<file path="src/rtl/bus_pkg.sv">
// Shared definitions for the system-bus decoder: FSM state encoding and the
// default read data returned on an error completion.
package bus_pkg;

  typedef enum logic [1:0] {
    IDLE,
    ACCESS,
    RESP,
    HOLD
  } bus_state_e;

  localparam logic [15:0] BUS_ERR_DATA = 16'hdead;

endpackage

</file>
<file path="src/rtl/bus_watchdog.sv">
// Access timeout counter: cleared outside ACCESS, counts each ACCESS cycle and
// flags expiry on the TIMEOUT-th cycle without a slave ready.
module bus_watchdog #(
  parameter int unsigned TIMEOUT = 255
) (
  input  logic clk_i,
  input  logic rst_i,
  input  logic start_i,
  input  logic clear_i,
  output logic expired_o
);

  localparam int unsigned CW = $clog2(TIMEOUT + 1);

  logic [CW-1:0] cnt_q, cnt_d;

  // Expiry is flagged during the last allowed cycle so the strobe is high
  // for exactly TIMEOUT cycles.
  assign expired_o = start_i && (cnt_q == CW'(TIMEOUT - 1));

  always_comb begin
    cnt_d = cnt_q;
    if (clear_i)
      cnt_d = '0;
    else if (start_i && !expired_o)
      cnt_d = cnt_q + 1'b1;
  end

  always_ff @(posedge clk_i or posedge rst_i) begin
    if (rst_i) cnt_q <= '0;
    else       cnt_q <= cnt_d;
  end

endmodule

</file>
<file path="src/rtl/bus_decoder.sv">
// CPU-to-slave bus interconnect: base/mask decode, single-slave handshake and
// error completion. Define BUS_DECODER_TIMEOUT_EN to enable the access watchdog.
module bus_decoder
  import bus_pkg::*;
#(
  parameter int unsigned       AW       = 16,
  parameter int unsigned       DW       = 16,
  parameter int unsigned       N        = 4,
  // Slot i occupies bits [i*AW +: AW]; slots 0/1 are GPIO, 2 is RAM, 3 is ROM.
  parameter logic [N*AW-1:0]   BASE     = {16'h0000, 16'h8000, 16'hffff, 16'hfffe},
  parameter logic [N*AW-1:0]   MASK     = {16'h8000, 16'h8000, 16'hffff, 16'hffff},
  parameter int unsigned       TIMEOUT  = 255,
  parameter logic [DW-1:0]     ERR_DATA = DW'(BUS_ERR_DATA)
) (
  input  logic              clk,
  input  logic              reset,
  input  logic              read,
  input  logic              write,
  input  logic [AW-1:0]     address,
  input  logic [DW-1:0]     data_out,
  output logic [DW-1:0]     data_in,
  output logic              ready,
  output logic [N-1:0]      s_read,
  output logic [N-1:0]      s_write,
  output logic [AW-1:0]     s_address,
  output logic [DW-1:0]     s_wdata,
  input  logic [N-1:0]      s_ready,
  input  logic [N*DW-1:0]   s_rdata,
  output logic              bus_error,
  output logic [AW-1:0]     err_address
);

  if (TIMEOUT < 1) begin : g_bad_timeout
    $error("bus_decoder: TIMEOUT must be >= 1");
  end

  bus_state_e    state_q, state_d;
  logic [AW-1:0] addr_q, erraddr_q;
  logic [DW-1:0] wdata_q, rdata_q, sel_rdata;
  logic [N-1:0]  sel_q, match_oh;
  logic          is_rd_q, err_q;
  logic          hit, req, conflict, sel_ready, timeout_hit;

  assign req       = read | write;
  assign conflict  = read & write;
  assign sel_ready = |(s_ready & sel_q);

  // Lowest matching slot wins when the map overlaps.
  always_comb begin
    match_oh = '0;
    hit      = 1'b0;
    for (int unsigned i = 0; i < N; i++) begin
      if (!hit && ((address & MASK[i*AW +: AW]) == BASE[i*AW +: AW])) begin
        match_oh[i] = 1'b1;
        hit         = 1'b1;
      end
    end
  end

  always_comb begin
    sel_rdata = '0;
    for (int unsigned i = 0; i < N; i++)
      if (sel_q[i]) sel_rdata = sel_rdata | s_rdata[i*DW +: DW];
  end

`ifdef BUS_DECODER_TIMEOUT_EN
  bus_watchdog #(
    .TIMEOUT (TIMEOUT)
  ) u_watchdog (
    .clk_i     (clk),
    .rst_i     (reset),
    .start_i   (state_q == ACCESS),
    .clear_i   (state_q != ACCESS),
    .expired_o (timeout_hit)
  );
`else
  assign timeout_hit = 1'b0;
`endif

  always_ff @(posedge clk or posedge reset) begin
    if (reset) state_q <= IDLE;
    else       state_q <= state_d;
  end

  always_comb begin
    state_d = state_q;
    case (state_q)
      IDLE:    if (req) state_d = (conflict || !hit) ? RESP : ACCESS;
      ACCESS:  if (sel_ready || timeout_hit) state_d = RESP;
      RESP:    state_d = HOLD;
      HOLD:    state_d = IDLE;
      default: state_d = IDLE;
    endcase
  end

  always_comb begin
    ready     = (state_q == RESP);
    bus_error = (state_q == RESP) && err_q;
    s_read    = '0;
    s_write   = '0;
    if (state_q == ACCESS) begin
      if (is_rd_q) s_read  = sel_q;
      else         s_write = sel_q;
    end
  end

  // Response data and error address are loaded on the edge entering RESP.
  always_ff @(posedge clk or posedge reset) begin
    if (reset) begin
      addr_q    <= '0;
      wdata_q   <= '0;
      rdata_q   <= '0;
      erraddr_q <= '0;
      sel_q     <= '0;
      is_rd_q   <= 1'b0;
      err_q     <= 1'b0;
    end else begin
      case (state_q)
        IDLE: begin
          if (req) begin
            addr_q  <= address;
            wdata_q <= data_out;
            is_rd_q <= read;
            sel_q   <= conflict ? '0 : match_oh;
            err_q   <= conflict || !hit;
            if (conflict || !hit) begin
              erraddr_q <= address;
              if (read) rdata_q <= ERR_DATA;
            end
          end
        end
        ACCESS: begin
          if (sel_ready) begin
            if (is_rd_q) rdata_q <= sel_rdata;
          end else if (timeout_hit) begin
            err_q     <= 1'b1;
            erraddr_q <= addr_q;
            if (is_rd_q) rdata_q <= ERR_DATA;
          end
        end
        default: ;
      endcase
    end
  end

  assign data_in     = rdata_q;
  assign s_address   = addr_q;
  assign s_wdata     = wdata_q;
  assign err_address = erraddr_q;

endmodule

</file>
<file path="config.mk">
export PLATFORM = sky130hd
export DESIGN_NAME = bus_decoder
export DESIGN_NICKNAME = d
export VERILOG_FILES = /design/src/rtl/bus_pkg.sv /design/src/rtl/bus_watchdog.sv /design/src/rtl/bus_decoder.sv
export SDC_FILE = /design/constraint.sdc
export NUM_CORES = 1
export LEC_CHECK = 0
export ABC_AREA = 1
export CAP_MARGIN = 20
export CORE_MARGIN = 4
export CORE_UTILIZATION = 43
export DETAILED_ROUTE_END_ITERATION = 12
export PLACE_DENSITY = 0.84
export SLEW_MARGIN = 5
export SYNTH_ARGS = -nofsm -noshare
export SYNTH_HDL_FRONTEND = slang
export SYNTH_SLANG_ARGS = --single-unit
</file>
<file path="constraint.sdc">
create_clock -name clk -period 4.94 [get_ports clk]
set_clock_uncertainty 0.15 [all_clocks]
set_input_delay 1.482 -clock clk [delete_from_list [all_inputs] [get_ports clk]]
set_output_delay 1.482 -clock clk [all_outputs]
set_load 0.03 [all_outputs]
</file>
After elaboration in Yosys (flattened, before gate mapping) --
Cells that the tools add are included.
Word-level totals: register bits after elaboration 72, input bits 104, word-level logic and storage cells 67
Cells by class: equal/unequal tests 10, mux-type cells 26, bitwise logic cells 6, reduce and logical (&&, ||, !) cells 17
Operator list (number):
- 2-to-1 mux 16 bit | 9
- OR 16 bit | 3
- == test 16 bit, second input constant | 2
- one-hot mux 16 bit (2 select lines) | 1
- 2-to-1 mux 4 bit | 5
- zero test 16 bit | 1
- != test 2 bit, second input constant | 5
- one-hot mux 2 bit (4 select lines) | 1
- 2-to-1 mux 1 bit | 7
- 2-to-1 mux 2 bit | 3
- AND reduction 6 bit | 1
- bitwise AND 4 bit | 1
- == test 2 bit, second input constant | 2
- logical AND 1 bit | 4
- zero test 1 bit | 4
- AND reduction 2 bit | 2
- OR reduction 4 bit | 1
- AND reduction 3 bit | 1
- == test 2 x 1 -> 1 bit, second input constant | 1
- zero test 2 bit | 1
- nonzero test 2 bit | 1
- bitwise AND 1 bit | 1
- logical OR 1 bit | 1
- OR 1 bit | 1

Logic depth before layout (Yosys ltp) --
word-level depth 16, mapped depth 10, gate-level depth less buffers 9

Worst setup path before layout --
No wires, ideal clock.
path kind register to output, start reg state_q[1], end out s_write[0], arrival 1.455 ns, data required time 3.308 ns, slack 1.853 ns, cell stages (with the launch flop) 7, buffers on the path 0, cell sequence dfrtp_1 inv_1 ha_1 inv_2 nor2_1 inv_1 nor2_1
On the way: longest elaborated chain between the ends 2
Ends and longest elaborated chain:
- from (decl) | RTL line bus_decoder.sv:37 | bus_state_e state_q, state_d;
- from (signal assigned) | RTL line bus_decoder.sv:82 | else state_q <= state_d;
- == test 2 x 1 -> 1 bit | RTL line bus_decoder.sv:101 | if (state_q == ACCESS) begin
- 2-to-1 mux 4 bit | RTL line bus_decoder.sv:101
- to (decl) | RTL line bus_decoder.sv:24 | output logic [N-1:0] s_write,
Every way passes these cells.

Worst setup path after layout --
start reg state_q[1], end out s_write[1]
The elaborated chain is that of the path after synthesis.

==> run metrics <==
status completed; vias in the first global route 3,669; switch share 46.9%; Antenna Nets Post-Route 0; fin crit period 4.03 ns; Slew @ Worst Pin 0.927 ns; post-synthesis register bit count 72; Tot GR Track Use 23.0%; post-CTS setup buffers 0; multi-input logic area 1400 sq um; clk slew on worst S/H paths 0.07 ns; GR Util met1 28.1%; P_sw 0.00162 W; CTS Sinks 72; Post-route DRC 0; H-tree levels 3; clock share of power 11.7%; met3 Resource Use GR 7.90%; Max FO, Critical Path 19; P per Cell Area 636 nW/um^2; Finish-stage setup viols 0; share of cells above drive strength 1 3.82%; CTS Buf Count 9; largest net degree at the start of global routing 55; critical-path cell list inv_1, ha_1, inv_2, nor2_1, inv_1, nor2_1, clkdlybuf4s50_1; met2 Use GR 38.7%; Initial Utilization 44.4%; register area share after synthesis 52.3%; CTS root buf clkbuf_8; total grt overflow 0; max_cap viols 0; period utilization 81.6%; Flop pwr share 30.4%; HP Class flop to flop; # fillers 644; setup TNS 0 ns; maximum vdd drop 0.000435 V; syn avg cell area 7.59 sq um; DP Cell Count 714; nets 732; Syn-to-layout area delta 58.1%; first-pass GRT wire length 17,900 microns; cell leakage power 2.56 nW; Die Ht 97.5 microns; Mapped Cells 454; critical path arrival 2.40 ns; Sequential cell area 1800 sq um; cts hold-fix bufs 0; Clock Latency Late Sink 0.33 ns; synth unique cells 19; routed len/inst 15.1 microns; port bufs 177; Pre-Repair DR Iteration Count 4; WP buf/inv 4; Internal Pwr Total 0.00184 W; initial DRC count 176; Critical Path Sink Type output port; syn_nets 562; Placement Rows 32; DIE AREA 9510 sq um; Clock Tree Buf Depth 2; Fmax 248 MHz; slowest stage delay, CP 0.68 ns; Die W 97.5 microns; total wire length 11,000 microns; Synth Warn # 0; post-CTS sizing 0; # diodes 0; Vias 3,658; CTS tree yes; Slowest cell on crit path clkdlybuf4s50_1; RePlAce Congestion 0.907; hpwl dp 8340 microns; CORE AREA 7770 sq um; CP top delay family buffers and inverters; critical path type flop to output port; Top Ports 178; post-layout instance count excluding filler cells 731; synthesized area 3450 sq um; busiest grt layer met2; unrepaired setup endpoints after global routing no; via/cell ratio 5.00; relative slew slack 38.0%; initial antenna violation count 0; final hold viol count 0; WP data required 3.31 ns; CP Launch Type flop; Comb pwr share 57.9%; Final Slew Violations 0
final timing paths:
| kind | slack (ns) | cells after the start | from | to |
|---|---|---|---|---|
| worst max register to register | 2.69 | 7 | sel_q[0] | state_q[1] |
| worst min register to register | 0.32 | 2 | data_in[0] | data_in[0] |
| worst min-delay path | 0.32 | 2 | data_in[0] | data_in[0] |
| max in group asynchronous | 2.56 | 4 | reset | s_wdata[8] |
| min in group asynchronous | 1.25 | 2 | reset | data_in[3] |
| worst max-delay path | 0.91 | 7 | state_q[1] | s_write[1] |
final cells by class:
| type | instances | area share (%) |
|---|---|---|
| timing repair buffer | 182 | 33.4 |
| sequential | 72 | 33.1 |
| inverter | 34 | 2.34 |
| tap | 102 | 2.34 |
| clock inverter | 3 | 0.321 |
| clock buffer | 13 | 2.73 |
| multi-input combinational | 325 | 25.8 |
registers in the layout, summed over array words and instances (netlist names):
| name | cells |
|---|---|
| sel_q | 4 |
| s_wdata | 16 |
| err_q | 1 |
| err_address | 16 |
| state_q | 2 |
| is_rd_q | 1 |
| s_address | 16 |
| data_in | 16 |
metrics by stage:
stage               utilization [%]  instance area, sq um  setup slack, ns  hold WS (ns)  total power, W
finish                         70.2                  5450            0.907         0.324         0.00347
floorplan                         -                  3450             1.48         0.292         0.00225
detailed placement             67.8                  5260             1.26         0.309         0.00308
CTS                            69.9                  5430            0.896         0.328         0.00349
global placement               67.8                  5260             1.36         0.302         0.00302
global route                   70.2                  5450            0.757         0.349         0.00370
layer usage:
metal  share of wire (%)  routed length [microns]
met1                  42                     4610
met2                  48                     5310
met3                 8.4                      928
met4                 1.9                      208
met5                   0                        0
tightest hold or removal path: stages, from the launching register on:
cell and delay, ns:
dfrtp_1 0.35, nand2_1 0.05, nand2_1 0.04
cells by family after synthesis:
logic type	Yosys count	synth area share, %
AOI/OAI and AO/OA	53	7.77
adders and majority gates	4	1.45
buffers and inverters	57	6.97
DFF	72	52.3
and+or+nand+nor	268	31.5
cells in the mapped netlist (all sizes together):
| cell type | instances | area [sq um] |
|---|---|---|
| clkbuf | 8 | 30.0 |
| o21a | 1 | 7.51 |
| inv | 34 | 128 |
| o21ai | 40 | 200 |
| dfrtp | 72 | 1800 |
| ha | 4 | 50.1 |
| buf | 15 | 82.6 |
| nor2 | 29 | 116 |
| a21oi | 12 | 60.1 |
| nand3 | 22 | 123 |
| nand2 | 206 | 778 |
| nand4 | 11 | 68.8 |
cells in the final DEF, fill, tap and decap left out, types with 2 or more instances in the layout:
cell type and n:
a21oi_1 12, nand4_1 11, clkdlybuf4s50_1 177, nand3_1 21, inv_1 32, ha_1 4
o21ai_0 40, nand2_1 204, dfrtp_1 72, nand2_2 2, clkinv_2 2, clkbuf_1 3
nor2_1 28, buf_4 4, inv_2 2, clkbuf_8 10
power by group through the flow:
| stage | clock, W | combinational [W] | sequential, W |
|---|---|---|---|
| floorplan | 0 | 0.000725 | 0.00152 |
| global placement | 0 | 0.00197 | 0.00105 |
| CTS | 0.000412 | 0.00202 | 0.00105 |
| finish | 0.000405 | 0.00201 | 0.00106 |
| detailed placement | 0 | 0.00202 | 0.00106 |
| global route | 0.000443 | 0.00217 | 0.00109 |
(Power assumes the default switching activity.)
